<file path="src/rtl/cmd_uart_if.sv">
// cmd_uart_if: command/response handshake between the UART command endpoint
// (slave side) and the command processor that consumes commands (master side).
interface cmd_uart_if;
  logic [15:0] cmd;
  logic        cmd_rdy;
  logic        clr_cmd_rdy;
  logic [7:0]  resp;
  logic        send_resp;
  logic        resp_sent;

  modport slave  (output cmd, cmd_rdy, resp_sent,
                  input  clr_cmd_rdy, resp, send_resp);
  modport master (input  cmd, cmd_rdy, resp_sent,
                  output clr_cmd_rdy, resp, send_resp);
endinterface

</file>
<file path="src/rtl/cmd_uart_wrapper.sv">
// cmd_uart_wrapper: robot-side endpoint of the remote command link.
// Receives 8N1 bytes on RX, pairs them (high byte first) into 16-bit commands,
// and serializes 8-bit response bytes on TX. RX and TX run independently.
// Optional feature macro: CMD_TIMEOUT_EN -- abandons a stored high byte when
// the low byte does not arrive within TIMEOUT_CYCLES, resynchronizing pairing.
module cmd_uart_wrapper #(
  parameter int BAUD_CYCLES    = 2604,
  parameter int TIMEOUT_CYCLES = 1_000_000
) (
  input  logic       clk,
  input  logic       rst_n,
  input  logic       RX,
  output logic       TX,
  cmd_uart_if.slave  bus
);

  localparam int CW = $clog2(BAUD_CYCLES);
  localparam logic [CW-1:0] BAUD_LAST = CW'(BAUD_CYCLES - 1);
  localparam logic [CW-1:0] HALF_LAST = CW'(BAUD_CYCLES / 2 - 1);
  localparam logic [CW-1:0] STOP_FLAG = CW'(BAUD_CYCLES - 2);

  typedef enum logic [1:0] {ST_IDLE, ST_START, ST_DATA, ST_STOP} uart_st_e;
  typedef enum logic {WAIT_HIGH, WAIT_LOW} asm_st_e;

  // RX synchronizer and edge history
  logic rx_meta_q, rx_sync_q, rx_prev_q;

  // RX frame machine
  uart_st_e        rx_state_q, rx_state_d;
  logic [CW-1:0]   rx_cnt_q, rx_cnt_d;
  logic [3:0]      rx_bit_q, rx_bit_d;
  logic [7:0]      rx_shift_q, rx_shift_d;
  logic            byte_rdy;

  // Byte-pair assembly
  asm_st_e         asm_q, asm_d;
  logic [7:0]      high_q, high_d;
  logic [15:0]     cmd_q, cmd_d;
  logic            cmd_rdy_q, cmd_rdy_d;

  // TX frame machine
  uart_st_e        tx_state_q, tx_state_d;
  logic [CW-1:0]   tx_cnt_q, tx_cnt_d;
  logic [3:0]      tx_bit_q, tx_bit_d;
  logic [7:0]      tx_shift_q, tx_shift_d;
  logic            tx_q, tx_d;
  logic            resp_sent_q, resp_sent_d;

`ifdef CMD_TIMEOUT_EN
  localparam int TW = $clog2(TIMEOUT_CYCLES + 1);
  localparam logic [TW-1:0] TO_LAST = TW'(TIMEOUT_CYCLES - 1);
  logic [TW-1:0]   to_cnt_q, to_cnt_d;
`endif

  // Two-flop synchronizer for the asynchronous RX pin plus one history flop for falling-edge detection
  always_ff @(posedge clk or negedge rst_n) begin
    if (!rst_n) begin
      rx_meta_q <= 1'b1;
      rx_sync_q <= 1'b1;
      rx_prev_q <= 1'b1;
    end else begin
      rx_meta_q <= RX;
      rx_sync_q <= rx_meta_q;
      rx_prev_q <= rx_sync_q;
    end
  end

  // RX next state: mid-bit sampling, glitch rejection in START, framing check in STOP
  always_comb begin
    rx_state_d = rx_state_q;
    rx_cnt_d   = rx_cnt_q + 1'b1;
    rx_bit_d   = rx_bit_q;
    rx_shift_d = rx_shift_q;
    byte_rdy   = 1'b0;
    case (rx_state_q)
      ST_IDLE: begin
        rx_cnt_d = '0;
        rx_bit_d = '0;
        if (rx_prev_q && !rx_sync_q) rx_state_d = ST_START;
      end
      ST_START: begin
        if (rx_cnt_q == HALF_LAST) begin
          rx_cnt_d   = '0;
          rx_state_d = rx_sync_q ? ST_IDLE : ST_DATA;
        end
      end
      ST_DATA: begin
        if (rx_cnt_q == BAUD_LAST) begin
          rx_cnt_d   = '0;
          rx_shift_d = {rx_sync_q, rx_shift_q[7:1]};
          rx_bit_d   = rx_bit_q + 4'd1;
          if (rx_bit_q == 4'd7) rx_state_d = ST_STOP;
        end
      end
      ST_STOP: begin
        if (rx_cnt_q == BAUD_LAST) begin
          rx_cnt_d   = '0;
          rx_state_d = ST_IDLE;
          byte_rdy   = rx_sync_q;
        end
      end
      default: rx_state_d = ST_IDLE;
    endcase
  end

  // RX state register
  always_ff @(posedge clk or negedge rst_n) begin
    if (!rst_n) begin
      rx_state_q <= ST_IDLE;
      rx_cnt_q   <= '0;
      rx_bit_q   <= '0;
      rx_shift_q <= '0;
    end else begin
      rx_state_q <= rx_state_d;
      rx_cnt_q   <= rx_cnt_d;
      rx_bit_q   <= rx_bit_d;
      rx_shift_q <= rx_shift_d;
    end
  end

  // Assembly next state: high byte then low byte; a set of cmd_rdy overrides a same-cycle clear
  always_comb begin
    asm_d     = asm_q;
    high_d    = high_q;
    cmd_d     = cmd_q;
    cmd_rdy_d = cmd_rdy_q;
`ifdef CMD_TIMEOUT_EN
    to_cnt_d  = (asm_q == WAIT_LOW) ? to_cnt_q + 1'b1 : '0;
`endif
    if (bus.clr_cmd_rdy) cmd_rdy_d = 1'b0;
    case (asm_q)
      WAIT_HIGH: begin
        if (byte_rdy) begin
          high_d    = rx_shift_q;
          cmd_rdy_d = 1'b0;
          asm_d     = WAIT_LOW;
        end
      end
      WAIT_LOW: begin
        if (byte_rdy) begin
          cmd_d     = {high_q, rx_shift_q};
          cmd_rdy_d = 1'b1;
          asm_d     = WAIT_HIGH;
        end
`ifdef CMD_TIMEOUT_EN
        else if (to_cnt_q == TO_LAST) asm_d = WAIT_HIGH;
`endif
      end
      default: asm_d = WAIT_HIGH;
    endcase
  end

  // Assembly state register
  always_ff @(posedge clk or negedge rst_n) begin
    if (!rst_n) begin
      asm_q     <= WAIT_HIGH;
      high_q    <= '0;
      cmd_q     <= '0;
      cmd_rdy_q <= 1'b0;
`ifdef CMD_TIMEOUT_EN
      to_cnt_q  <= '0;
`endif
    end else begin
      asm_q     <= asm_d;
      high_q    <= high_d;
      cmd_q     <= cmd_d;
      cmd_rdy_q <= cmd_rdy_d;
`ifdef CMD_TIMEOUT_EN
      to_cnt_q  <= to_cnt_d;
`endif
    end
  end

  // TX next state: resp_sent rises one cycle early so it is visible during the final STOP cycle
  always_comb begin
    tx_state_d  = tx_state_q;
    tx_cnt_d    = tx_cnt_q + 1'b1;
    tx_bit_d    = tx_bit_q;
    tx_shift_d  = tx_shift_q;
    tx_d        = tx_q;
    resp_sent_d = resp_sent_q;
    case (tx_state_q)
      ST_IDLE: begin
        tx_cnt_d = '0;
        tx_bit_d = '0;
        tx_d     = 1'b1;
        if (bus.send_resp) begin
          tx_shift_d  = bus.resp;
          resp_sent_d = 1'b0;
          tx_d        = 1'b0;
          tx_state_d  = ST_START;
        end
      end
      ST_START: begin
        if (tx_cnt_q == BAUD_LAST) begin
          tx_cnt_d   = '0;
          tx_d       = tx_shift_q[0];
          tx_state_d = ST_DATA;
        end
      end
      ST_DATA: begin
        if (tx_cnt_q == BAUD_LAST) begin
          tx_cnt_d = '0;
          tx_bit_d = tx_bit_q + 4'd1;
          if (tx_bit_q == 4'd7) begin
            tx_d       = 1'b1;
            tx_state_d = ST_STOP;
          end else begin
            tx_shift_d = {1'b0, tx_shift_q[7:1]};
            tx_d       = tx_shift_q[1];
          end
        end
      end
      ST_STOP: begin
        if (tx_cnt_q == STOP_FLAG) resp_sent_d = 1'b1;
        if (tx_cnt_q == BAUD_LAST) begin
          tx_cnt_d   = '0;
          tx_state_d = ST_IDLE;
        end
      end
      default: tx_state_d = ST_IDLE;
    endcase
  end

  // TX state register; the line idles high and returns high immediately on reset
  always_ff @(posedge clk or negedge rst_n) begin
    if (!rst_n) begin
      tx_state_q  <= ST_IDLE;
      tx_cnt_q    <= '0;
      tx_bit_q    <= '0;
      tx_shift_q  <= '0;
      tx_q        <= 1'b1;
      resp_sent_q <= 1'b0;
    end else begin
      tx_state_q  <= tx_state_d;
      tx_cnt_q    <= tx_cnt_d;
      tx_bit_q    <= tx_bit_d;
      tx_shift_q  <= tx_shift_d;
      tx_q        <= tx_d;
      resp_sent_q <= resp_sent_d;
    end
  end

  assign TX            = tx_q;
  assign bus.cmd       = cmd_q;
  assign bus.cmd_rdy   = cmd_rdy_q;
  assign bus.resp_sent = resp_sent_q;

endmodule

</file>
<file path="src/flat_wrapper.sv">
// flat-port wrapper written by rule: the top's interface ports become plain ports
module cmd_uart_wrapper_flat 
#(
  parameter int BAUD_CYCLES    = 2604,
  parameter int TIMEOUT_CYCLES = 1_000_000
)
  (clk, rst_n, RX, TX, bus_cmd, bus_cmd_rdy, bus_resp_sent, bus_clr_cmd_rdy, bus_resp, bus_send_resp);
  cmd_uart_if bus_i ();
  input  logic clk;
  input  logic rst_n;
  input  logic RX;
  output logic TX;
  output wire logic [$bits(bus_i.cmd)-1:0] bus_cmd;
  output wire logic [$bits(bus_i.cmd_rdy)-1:0] bus_cmd_rdy;
  output wire logic [$bits(bus_i.resp_sent)-1:0] bus_resp_sent;
  input wire logic [$bits(bus_i.clr_cmd_rdy)-1:0] bus_clr_cmd_rdy;
  input wire logic [$bits(bus_i.resp)-1:0] bus_resp;
  input wire logic [$bits(bus_i.send_resp)-1:0] bus_send_resp;
  assign bus_cmd = bus_i.cmd;
  assign bus_cmd_rdy = bus_i.cmd_rdy;
  assign bus_resp_sent = bus_i.resp_sent;
  assign bus_i.clr_cmd_rdy = bus_clr_cmd_rdy;
  assign bus_i.resp = bus_resp;
  assign bus_i.send_resp = bus_send_resp;
  cmd_uart_wrapper #(.BAUD_CYCLES(BAUD_CYCLES), .TIMEOUT_CYCLES(TIMEOUT_CYCLES)) u_core (.clk(clk), .rst_n(rst_n), .RX(RX), .TX(TX), .bus(bus_i));
endmodule
</file>
<file path="config.mk">
export PLATFORM = sky130hd
export DESIGN_NAME = cmd_uart_wrapper_flat
export DESIGN_NICKNAME = d
export VERILOG_FILES = /design/src/rtl/cmd_uart_if.sv /design/src/rtl/cmd_uart_wrapper.sv /design/src/flat_wrapper.sv
export SDC_FILE = /design/constraint.sdc
export NUM_CORES = 1
export LEC_CHECK = 0
export BUFFER_PORTS_ARGS = -buffer_cell sky130_fd_sc_hd__buf_4
export CAP_MARGIN = 40
export CORE_MARGIN = 1.5
export CORE_UTILIZATION = 30
export DETAILED_ROUTE_END_ITERATION = 16
export SLEW_MARGIN = 20
export SYNTH_ARGS = -nofsm -noshare
export SYNTH_HDL_FRONTEND = slang
export SYNTH_SLANG_ARGS = --single-unit
</file>
<file path="constraint.sdc">
create_clock -name clk -period 2.4 [get_ports clk]
set_input_delay 0.36 -clock clk [delete_from_list [all_inputs] [get_ports clk]]
set_output_delay 0.36 -clock clk [all_outputs]
set_load 0.01 [all_outputs]
</file>
==> impl_metrics.toml <==
[sta]
setup_viol = 0
period_needed_ns = 2.16
relSlewSlack_pct = 65.6
finalHoldViolCount = 0
worst_pin_slew_ns = 0.508
max_freq_mhz = 463
final.setup.tns_ns = 0
post-route-period-util_pct = 90.0
maxSlewViolCount = 0
rsz0062_at_grt = "no"
clock-skew-final_ns = 0.00895

[finish]
area_delta_synth_final_pct = 19.5
antenna_cells = 0
drive_gt1_share_pct = 32.2
final_design_area_no_fill_mm2 = 0.00474
layout.nets = 388

[critical_path]
r2r_cells = 7
setup.worst_path.end_class = "flip-flop"
cp_max_fo = 16
cp.arrival_ns = 2.38
path_class = "reg -> reg"
r2r_slack_ns = 0.24
rr_startpoint = "u_core.rx_cnt_q[0]"
r2r_end = "u_core.bus.cmd[1]"
crit_required_ns = 2.62
start_kind = "flip-flop"

[min_path]
hold_path_class = "in -> reg"
min_from = "RX"
hold_path_end = "u_core.rx_meta_q"
holdPathStages = 1

[floorplanning]
dieHeight_um = 118
num_rows = 41
coreArea_mm2 = 0.0128
start_util_pct = 31.1
dieArea_mm2 = 0.0139
ios = 32
die_w_um = 118

[routing]
drt_iter0_drc = 112
drtPass1Iterations = 4
ant_nets = 0
via_per_inst = 4.68
routed_wl_um = 6820
post_drt_wl_per_cell_um = 12.7
num_vias = 2520
remaining_drc_errors = 0

[global_route]
grt_usage_pct = 10.6
grt_pass1_wl_um = 12100
overflow = 0
antenna_found_initial = 0
grt_max_degree = 52
grt_pass1_vias = 2522

[run]
cap_violations = 0

[yosys]
synth_common_cells = "dfrtp_1, mux2_2, nor2_1, nand3_1, xor2_1"
ys_ff_latch = 83
yosysTopAreaCellShare_pct = 49.8
synth-seq-area-share_pct = 52.5
synth_edf_count = 0
synth_xor_area_share_pct = 4.64
yosysMostFrequentCell = "dfrtp_1"
synth_top_family_by_area = "simple AND/OR/NAND/NOR gates"
syn_avg_cell_area_um2 = 12.2
synthMuxAreaShare_pct = 14.4
synth_nets = 352
ys.flop_type = "dfrtp_1"
synthesis.area_mm2 = 0.00397
synth-async-reset-ratio_pct = 100
synth_fa_ha_area_share_pct = 4.42
synth_top_area_cell = "dfrtp_1"
synthCells = 325
synth_simple_gate_area_share_pct = 16.8
yosysUniqueCellTypes = 55
synth_compound_area_share_pct = 4.61
synthTopCellsByArea = "dfrtp_1, mux2_2, ha_1, xor2_1, nor2_1"
synth_warnings = 0

[pwr]
powerDensity_mw_per_mm2 = 663
sw_frac_of_total_pct = 24.6
p_switching_w = 0.000772
p_leak_nw = 2.24
peakVddDrop_v = 0.000316
finalPower_w = 0.00314
p_seq_share_pct = 48.6
clockPowerShare_pct = 44.1
internal_power_w = 0.00237
combPwrFrac_pct = 7.2

[cts]
cts.sinks = 83
clk_path_buf_depth = 2
root_buffer = "clkbuf_16"
postCtsResizedCells = 0
cts.htree.levels = 3
tritoncts = "built"
cts_buffers = 9
clk_pin_slew_ns = 0.06
insertion_delay_ns = 0.34
cts_setup_buffers = 0

[place]
place_area_mm2 = 0.00443
dp_hpwl_um = 4790
io_buffers = 31
gp_congestion = 0.738

[status]
status = "completed"
-- placed cells by master, fill, tap and decap left out, types with 3 or more instances in the layout --
master / n
dfrtp_1: 79
mux2_2: 49
buf_4: 35
nor2_1: 29
nand3_1: 20
xor2_1: 15
ha_1: 14
nand2_1: 13
clkbuf_16: 9
inv_1: 8
a21oi_1: 6
xnor2_1: 6
and3_1: 5
nand3b_1: 4
nand4_1: 4
dfstp_2: 4
nand2b_1: 3
and4_1: 3
o211ai_1: 3
buf_12: 3
-- worst max-delay path: stages (launching register included) --
cell	delay, ns
dfrtp_1	0.40
ha_1	0.23
nand3_1	0.16
and3b_1	0.28
and4_1	0.27
ha_1	0.21
buf_12	0.16
mux2_2	0.34
-- registers in the layout, indices dropped and copies added, names as in the netlist, 2 cells and up, named ones only --
signal and cells:
u_core.bus.cmd 16, u_core.rx_cnt_q 12, u_core.tx_cnt_q 12, u_core.high_q 8, u_core.rx_shift_q 8, u_core.tx_shift_q 8, u_core.rx_bit_q 4, u_core.tx_bit_q 4
u_core.tx_state_q 2
-- metal layers --
| metal | vias to the layer above | track usage (%) | part of all wire [%] | wire length, um |
|---|---|---|---|---|
| li1 | 1230 | - | - | - |
| met1 | 1240 | 13.9 | 47 | 3200 |
| met2 | 41 | 16.8 | 49 | 3320 |
| met3 | 9 | 3.10 | 3.3 | 228 |
| met4 | 0 | 3.66 | 1.2 | 79 |
| met5 | - | 0 | 0 | 0 |
-- metrics by stage --
stage          instances  utilization (%)  hold WS [ns]  setup slack, ns
2_1_floorplan        325                -        0.0644           0.0610
3_3_place_gp         521             34.7         0.334            0.303
3_5_place_dp         521             34.7         0.341            0.235
4_1_cts              538             37.1         0.118            0.226
5_1_grt              538             37.1         0.116           0.0777
6_report             538             37.1         0.133            0.239
-- power by group through the flow --
stage	Combinational [W]	Clock (W)	Sequential (W)
after detailed placement	0.000230	0	0.00155
after global placement	0.000228	0	0.00155
after CTS	0.000232	0.00144	0.00153
after floorplan	0.000189	0	0.00151
after global routing	0.000263	0.00149	0.00154
final	0.000227	0.00139	0.00153
-- layout make-up --
cell class                      count  area [um2]
Tap cell                          172         215
Multi-Input combinational cell    220        1780
Clock inverter                      7        76.3
Inverter                            8        30.0
Timing Repair Buffer               39         333
Fill cell                        1255        8030
Sequential cell                    83        2080
Clock buffer                        9         225
-- logic make-up (layout without fill, tap and decap cells) --
family	after synthesis	count (layout)
buf+inv	22	63
fa+ha+maj	14	14
mux	51	51
flops	83	83
simple gates	110	110
compound gates	24	24
xor+xnor	21	21
-- timing repair --
action / in CTS / in global routing
hold endpoints to repair: 31 / 0
hold buffers: 1 / 0
endpoints found under the setup margin: 0 / 0
-- worst max path at each step --
stage / start / endpoint / cells past startpoint
global placement: u_core.rx_cnt_q[0] / u_core.bus.cmd[14] / 7
CTS: u_core.rx_cnt_q[0] / u_core.bus.cmd[1] / 7
finish: u_core.rx_cnt_q[0] / u_core.bus.cmd[1] / 7
floorplan: u_core.rx_cnt_q[0] / u_core.bus.cmd[10] / 9
global route: u_core.rx_cnt_q[0] / u_core.bus.cmd[1] / 7
detailed placement: u_core.rx_cnt_q[0] / u_core.bus.cmd[10] / 7
Power figures use the tool's default switching activity.
